===== config.mk =====
export PLATFORM = sky130hd
export DESIGN_NAME = f2c_producer
export DESIGN_NICKNAME = d
export VERILOG_FILES = /design/src/rtl/tlp_xcvr_pkg.sv /design/src/rtl/f2c_producer.sv
export SDC_FILE = /design/constraint.sdc
export NUM_CORES = 1
export LEC_CHECK = 0
export CAP_MARGIN = 15
export CORE_ASPECT_RATIO = 1.25
export CORE_MARGIN = 5
export CORE_UTILIZATION = 25
export DETAILED_ROUTE_END_ITERATION = 8
export PLACE_DENSITY = 0.52
export SLEW_MARGIN = 10
export SYNTH_ARGS = -nofsm -noshare
export SYNTH_HDL_FRONTEND = slang
export SYNTH_SLANG_ARGS = --single-unit
export TNS_END_PERCENT = 10

===== constraint.sdc =====
create_clock -name sysClk_in -period 3.5 [get_ports sysClk_in]
set_clock_uncertainty 0.1 [all_clocks]
set_input_delay 0.525 -clock sysClk_in [delete_from_list [all_inputs] [get_ports sysClk_in]]
set_output_delay 0.525 -clock sysClk_in [all_outputs]
set_load 0.03 [all_outputs]

===== src/rtl/tlp_xcvr_pkg.sv =====
// Shared F2C chunk-ring geometry: chunk size and the index/offset types.
// Ports: none (package only).
// Geometry: 8 ring slots of 128-byte chunks, which gives 16 QWs per chunk.
package tlp_xcvr_pkg;

    localparam int F2C_CHUNKSIZE = 128;
    localparam int F2C_IDX_W     = 3;
    localparam int F2C_OFF_W     = $clog2(F2C_CHUNKSIZE / 8);

    typedef logic [F2C_IDX_W-1:0] F2CChunkIndex;
    typedef logic [F2C_OFF_W-1:0] F2CChunkOffset;

endpackage


===== src/rtl/f2c_producer.sv =====
// Purpose: fills the F2C chunk ring with a deterministic QW stream, one whole chunk at a time,
//          and keeps a running 64-bit checksum of every QW it writes.
// Latency: the first write comes 1 cycle after start; wrIndex_out moves 1 cycle after the last write.
//          Chunk period is N + 2 + GAP_INIT cycles.
// Backpressure: a new chunk starts only when the ring is not full (wr+1 != rd); a started chunk always completes.
// Ports: sysClk_in/sysRstN_in (sync, active-low), en_in, rdIndex_in -> wrIndex_out,
//        ramWr{En,Addr,Data}_out, csData_out, csValid_out.
// Config: defining F2C_PRODUCER_LFSR_EN turns the generator into a 64-bit LFSR (taps 64,63,61,60).
//         By default it is an incrementing counter.
module f2c_producer
    import tlp_xcvr_pkg::*;
#(
    parameter int unsigned GAP_INIT  = 128,
    parameter logic [63:0] DATA_INIT = 64'h0
) (
    input  logic                                          sysClk_in,
    input  logic                                          sysRstN_in,
    input  logic                                          en_in,
    input  F2CChunkIndex                                  rdIndex_in,
    output F2CChunkIndex                                  wrIndex_out,
    output logic                                          ramWrEn_out,
    output logic [$bits(F2CChunkIndex)+$bits(F2CChunkOffset)-1:0] ramWrAddr_out,
    output logic [63:0]                                   ramWrData_out,
    output logic [63:0]                                   csData_out,
    output logic                                          csValid_out
);

    localparam int IDX_W = $bits(F2CChunkIndex);
    localparam int OFF_W = $bits(F2CChunkOffset);

`ifdef F2C_PRODUCER_LFSR_EN
    // An all-zero LFSR would lock up, so a zero seed is replaced by 1.
    localparam logic [63:0] GEN_SEED = (DATA_INIT == 64'h0) ? 64'h1 : DATA_INIT;

    function automatic logic [63:0] gen_next(input logic [63:0] g);
        return {g[62:0], g[63] ^ g[62] ^ g[60] ^ g[59]};
    endfunction
`else
    localparam logic [63:0] GEN_SEED = DATA_INIT;

    function automatic logic [63:0] gen_next(input logic [63:0] g);
        return g + 64'd1;
    endfunction
`endif

    typedef enum logic [1:0] {
        S_IDLE,
        S_WRITE,
        S_COMMIT,
        S_WAIT
    } state_t;

    state_t        state_q, state_d;
    F2CChunkIndex  wr_idx_q, wr_idx_d;
    F2CChunkOffset offset_q, offset_d;
    logic [63:0]   cksum_q, cksum_d;
    logic [63:0]   gen_q, gen_d;
    logic [31:0]   count_q, count_d;
    logic          ring_full;

    // One slot is always left empty so that a full ring can be told apart from an empty one.
    assign ring_full = (F2CChunkIndex'(wr_idx_q + IDX_W'(1)) == rdIndex_in);

    always_comb begin
        state_d  = state_q;
        wr_idx_d = wr_idx_q;
        offset_d = offset_q;
        cksum_d  = cksum_q;
        gen_d    = gen_q;
        count_d  = count_q;
        case (state_q)
            S_IDLE: begin
                if (en_in && !ring_full) begin
                    state_d  = S_WRITE;
                    offset_d = '0;
                end
            end
            S_WRITE: begin
                // en_in is ignored here so that a chunk is never truncated.
                cksum_d  = cksum_q + gen_q;
                gen_d    = gen_next(gen_q);
                offset_d = offset_q + OFF_W'(1);
                if (offset_q == '1) begin
                    state_d = S_COMMIT;
                end
            end
            S_COMMIT: begin
                // The index moves only after the last QW has been written, so the host never sees a partial chunk.
                wr_idx_d = wr_idx_q + IDX_W'(1);
                if (GAP_INIT == 0) begin
                    state_d = S_IDLE;
                end else begin
                    count_d = GAP_INIT - 32'd1;
                    state_d = S_WAIT;
                end
            end
            S_WAIT: begin
                // The count runs from GAP_INIT-1 down to 0, which is exactly GAP_INIT cycles.
                if (count_q == 32'd0) begin
                    state_d = S_IDLE;
                end else begin
                    count_d = count_q - 32'd1;
                end
            end
            default: state_d = S_IDLE;
        endcase
    end

    always_ff @(posedge sysClk_in) begin
        if (!sysRstN_in) begin
            state_q  <= S_IDLE;
            wr_idx_q <= '0;
            offset_q <= '0;
            cksum_q  <= '0;
            gen_q    <= GEN_SEED;
            count_q  <= '0;
        end else begin
            state_q  <= state_d;
            wr_idx_q <= wr_idx_d;
            offset_q <= offset_d;
            cksum_q  <= cksum_d;
            gen_q    <= gen_d;
            count_q  <= count_d;
        end
    end

    assign wrIndex_out   = wr_idx_q;
    assign ramWrEn_out   = (state_q == S_WRITE);
    assign ramWrAddr_out = {wr_idx_q, offset_q};
    assign ramWrData_out = gen_q;
    assign csData_out    = cksum_q;
    assign csValid_out   = (wr_idx_q == rdIndex_in);

endmodule


-- Word-level counts from Yosys, hierarchy flattened
Index checks and enable logic that the tools add are counted.
- register bits after elaboration: 169
- bits of input ports: 6
- $add $sub $neg: 5
- reductions and logical operators: 9
- mux-type cells: 8
- eq/ne operators: 10
- operators with widths (operator ; number):
    adder 64 x 1 -> 64 bit, second input constant ; 1
    adder 64 bit ; 1
    case mux 32 bit (2 select lines) ; 1
    zero test 32 bit ; 1
    two-way mux 32 bit ; 1
    subtractor 32 x 1 -> 32 bit, second input constant ; 1
    case mux 2 bit (4 select lines) ; 1
    case mux 4 bit (2 select lines) ; 1
    equality test 3 bit ; 2
    two-way mux 2 bit ; 3
    != test 2 bit, second input constant ; 3
    adder 4 x 1 -> 4 bit, second input constant ; 1
    equality test 2 bit, second input constant ; 2
    equality test 4 bit, second input constant ; 1
    two-way mux 4 bit ; 1
    AND reduction 2 bit ; 2
    nonzero test 2 bit ; 2
    adder 3 x 1 -> 3 bit, second input constant ; 1
    AND reduction 3 bit ; 1
    equality test 2 x 1 -> 1 bit, second input constant ; 1
    zero test 2 bit ; 1
    != test 2 x 1 -> 1 bit, second input constant ; 1
    logical AND 1 bit ; 1
    zero test 1 bit ; 1

-- Logic depth before layout (Yosys ltp)
- depth after elaboration: 6
- mapped depth: 13

-- Worst setup path after synthesis
OpenSTA, ideal clock, no wires.
- path type: register to register
- start point: reg gen_q[0], in the netlist ramWrData_out[0]
- end point: reg cksum_q[54], in the netlist csData_out[54]
- data required time: 3.278 ns
- path slack: 0.417 ns
- buffers on the path: 0
- stages on the path, launching flop included: 13
- data arrival time: 2.861 ns
- cells stage by stage: dfxtp_1 ha_1 fa_1 a21o_1 nand4_1 a21o_1 a211oi_2 o2111ai_2 nand2_1 a211oi_2 o21ai_1 and4b_1 a311o_1
- longest elaborated chain between the ends: 1
- RTL lines (element ; RTL line ; RTL):
    start: declaration ; f2c_producer.sv:57 ; logic [63:0] gen_q, gen_d;
    start signal: assignment ; f2c_producer.sv:122 ; gen_q <= gen_d;
    adder 64 bit ; f2c_producer.sv:80 ; cksum_d = cksum_q + gen_q;
    end signal: assignment ; f2c_producer.sv:121 ; cksum_q <= cksum_d;
    end: declaration ; f2c_producer.sv:56 ; logic [63:0] cksum_q, cksum_d;
No other way between the ends.
A chain may end at the register's enable or synchronous reset.

-- Worst setup path in the final report
- start point: reg gen_q[25], in the netlist ramWrData_out[25]
- end point: reg cksum_q[60], in the netlist csData_out[60]
Same word-level chain as after synthesis.

==> results.yml <==
synth:
  synthMostInstantiatedCell: "dfxtp_1"
  yosysWarnings: 0
  synthArstFlopShare_pct: 0
  ys.flop_type: "dfxtp_1"
  synth_area_leaders: "dfxtp_1 30%, ha_1 8.1%, xnor2_1 6.2%, mux2i_1 4.0%, a21oi_1 3.9%"
  avgSynthCellArea_sq_um: 8.54
  ys_types: 96
  ys_top_cells_by_count: "169 x dfxtp_1, 107 x nand2_1, 87 x a21oi_1"
  yosysTopAreaCell: "dfxtp_1"
  synth_top_area_share_pct: 30.0
  synthesis.area_sq_um: 11300
  syn_inst: 1322
  synth-edff-count: 0
  synthesis.nets: 1402
  ys_ff_latch: 169
  ys_seq_area_share_pct: 30.0
clocking:
  cts_setup_buffers: 0
  cts_tree: "done"
  clock_path_buffers: 2
  clkLatencyLatePin_ps: 450
  numClockSinks: 169
  path_clk_slew_ps: 70
  cts_made_buffers: 17
  h-tree-depth: 4
  root_buffer: "clkbuf_16"
sta:
  max_slew_margin_pct: 53.2
  setup_viol: 0
  rsz0062_at_grt: "no"
  layout_min_cycle_time_ps: 3300
  finalCritPeriodShare_pct: 94.2
  tightest_slew_ps: 700
  whs_ps: 352
  setup_tns_ps: 0
  setup_ws_ps: 204
  slew_violations: 0
  finalHoldViolCount: 0
  fmaxAchievable_mhz: 303
job:
  drv_cap: 0
critical_path:
  critPathCaptureType: "register"
  cp_slowest_cell: "ha_1"
  rr_startpoint: "ramWrData_out[25]"
  crit_buf_inv: 0
  cp.arrival_ps: 3540
  cpPeakStageDelay_ps: 430
  critPathTopFamily: "compound AO/OA/AOI/OAI gates"
  path_cells: "ha_1 -> nand2_1 -> nor2_1 -> nand3_1 -> a211oi_4 -> o2111ai_2 -> a211oi_2 -> o21ai_1 -> a21oi_1 -> mux2i_1 -> a311o_1"
  required_ps: 3740
  path_class: "register to register"
  startpoint_type: "register"
  critPathLaunch: "ramWrData_out[25]"
  path_max_fanout: 6
floorplan:
  initial_core_util_pct: 25.1
  pin_count: 146
  dieArea_sq_um: 49600
  chipWidth_microns: 200
  core_area_sq_um: 45000
  rows: 87
  die_y_microns: 248
power_and_ir_drop:
  powerDensity_nw_per_um2: 440
  ir_worst_vdd_v: 0.000373
  p_switching_w: 0.00222
  power_frac_comb_pct: 31.2
  power_frac_seq_pct: 37.2
  power_frac_clock_pct: 31.6
  p_sw_share_pct: 36.0
  p_int_w: 0.00395
  leakagePower_nw: 5.61
final_layout:
  layout-drive-gt1-share_pct: 8.47
  n_antenna_cell: 0
  area_growth_pct: 24.3
  fillCellCount: 4754
  layout.nets: 1542
grt:
  grt_pass1_wl_microns: 53500
  grt_max_degree: 65
  overflow: 0
  grt_use_total_pct: 13.1
  antenna_found_initial: 0
  grt_pass1_vias: 10027
detailed_routing:
  drc: 0
  avgViaCountPerCell: 4.86
  routed_wl_microns: 32900
  first_iter_violations: 512
  ant_nets: 0
  first_pass_iters: 5
  post_drt_wl_per_cell_microns: 16.0
  vias: 9987
status:
  status: "complete, no violations"
placement:
  io_buffer_count: 145
  place.gp.congestion: 0.826
  dp_hpwl_microns: 25300
  dp_slack_ps: 164
min_path:
  worst_hold_path_type: "register to register"
  min-delay-start: "count_q[22]"
sequential cells by signal, indices dropped and copies added, names as in the netlist:
name           flops
count_q           32
csData_out        64
offset_q           4
ramWrData_out     64
state_q            2
wrIndex_out        3
area by class of cell:
class | instances | area (sq um) | share of cell area, %
Timing Repair Buffer | 183 | 1730 | 12.4
Clock buffer | 20 | 447 | 3.18
Inverter | 29 | 109 | 0.775
Tap cell | 578 | 723 | 5.15
Multi-Input combinational cell | 1062 | 7500 | 53.4
Sequential cell | 169 | 3380 | 24.1
Clock inverter | 12 | 141 | 1.01
layout by cell type (no fill, tap or decap), drive strengths merged, types with 44 or more instances in the layout:
cell type | synthesis | final
mux2i | 45 | 45
clkdlybuf4s50 | 1 | 144
xnor2 | 80 | 80
ha | 73 | 73
xor2 | 44 | 44
and2 | 62 | 62
a21o | 45 | 45
o21ai | 61 | 61
nor2 | 72 | 72
nand2 | 108 | 108
a21oi | 87 | 87
nand3 | 61 | 61
dfxtp | 169 | 169
nor2b | 57 | 57
metal layers:
metal / track usage [%] / wire length, microns / vias up
li1: - / - / 5028
met1: 15.7 / 14500 / 4748
met2: 23.9 / 16500 / 182
met3: 2.59 / 1260 / 29
met4: 3.93 / 627 / 0
met5: 0 / 0 / -
kinds of logic (layout without fill, tap and decap cells):
logic type | after synthesis | count (layout) | synth area share (%)
compound gates | 311 | 311 | 19.0
mux | 47 | 47 | 4.19
buf+inv | 91 | 244 | 4.07
simple gates | 506 | 506 | 24.9
flops | 169 | 169 | 30.0
fa+ha+maj | 74 | 74 | 8.26
xor+xnor | 124 | 124 | 9.61
metrics by stage:
step	instance area (sq um)	util, %	cells	total power [W]
final	14000	31.2	2053	0.00617
after global routing	14000	31.2	2053	0.00656
after CTS	14000	31.1	2053	0.00628
after detailed placement	13400	29.8	2021	0.00429
after global placement	13400	29.8	2021	0.00426
after floorplan	11300	-	1322	0.00374
worst paths after layout:
path | to | slack (ps) | cells past startpoint
worst max-delay path | csData_out[60] | 200 | 11
worst min-delay path | count_q[22] | 350 | 2
worst max register to register | csData_out[60] | 200 | 11
worst min register to register | count_q[22] | 350 | 2
repair_timing:
action                     4_1_cts  5_1_grt
hold buffers                     0        0
gates resized for setup          0        6
setup endpoints to repair        0        5
worst reg2reg max path, cell delays in order (launching register included):
cell	delay, ps
dfxtp_1	370
ha_1	430
nand2_1	180
nor2_1	270
nand3_1	210
a211oi_4	290
o2111ai_2	180
a211oi_2	310
o21ai_1	160
a21oi_1	250
mux2i_1	110
a311o_1	320
power groups by stage:
| stage | registers [W] | clock network [W] | logic, W |
|---|---|---|---|
| 2_1_floorplan | 0.00239 | 0 | 0.00135 |
| 3_3_place_gp | 0.00233 | 0 | 0.00193 |
| 3_5_place_dp | 0.00234 | 0 | 0.00195 |
| 4_1_cts | 0.00230 | 0.00202 | 0.00196 |
| 5_1_grt | 0.00233 | 0.00209 | 0.00214 |
| 6_report | 0.00230 | 0.00195 | 0.00192 |
Power figures use the tool's default switching activity.
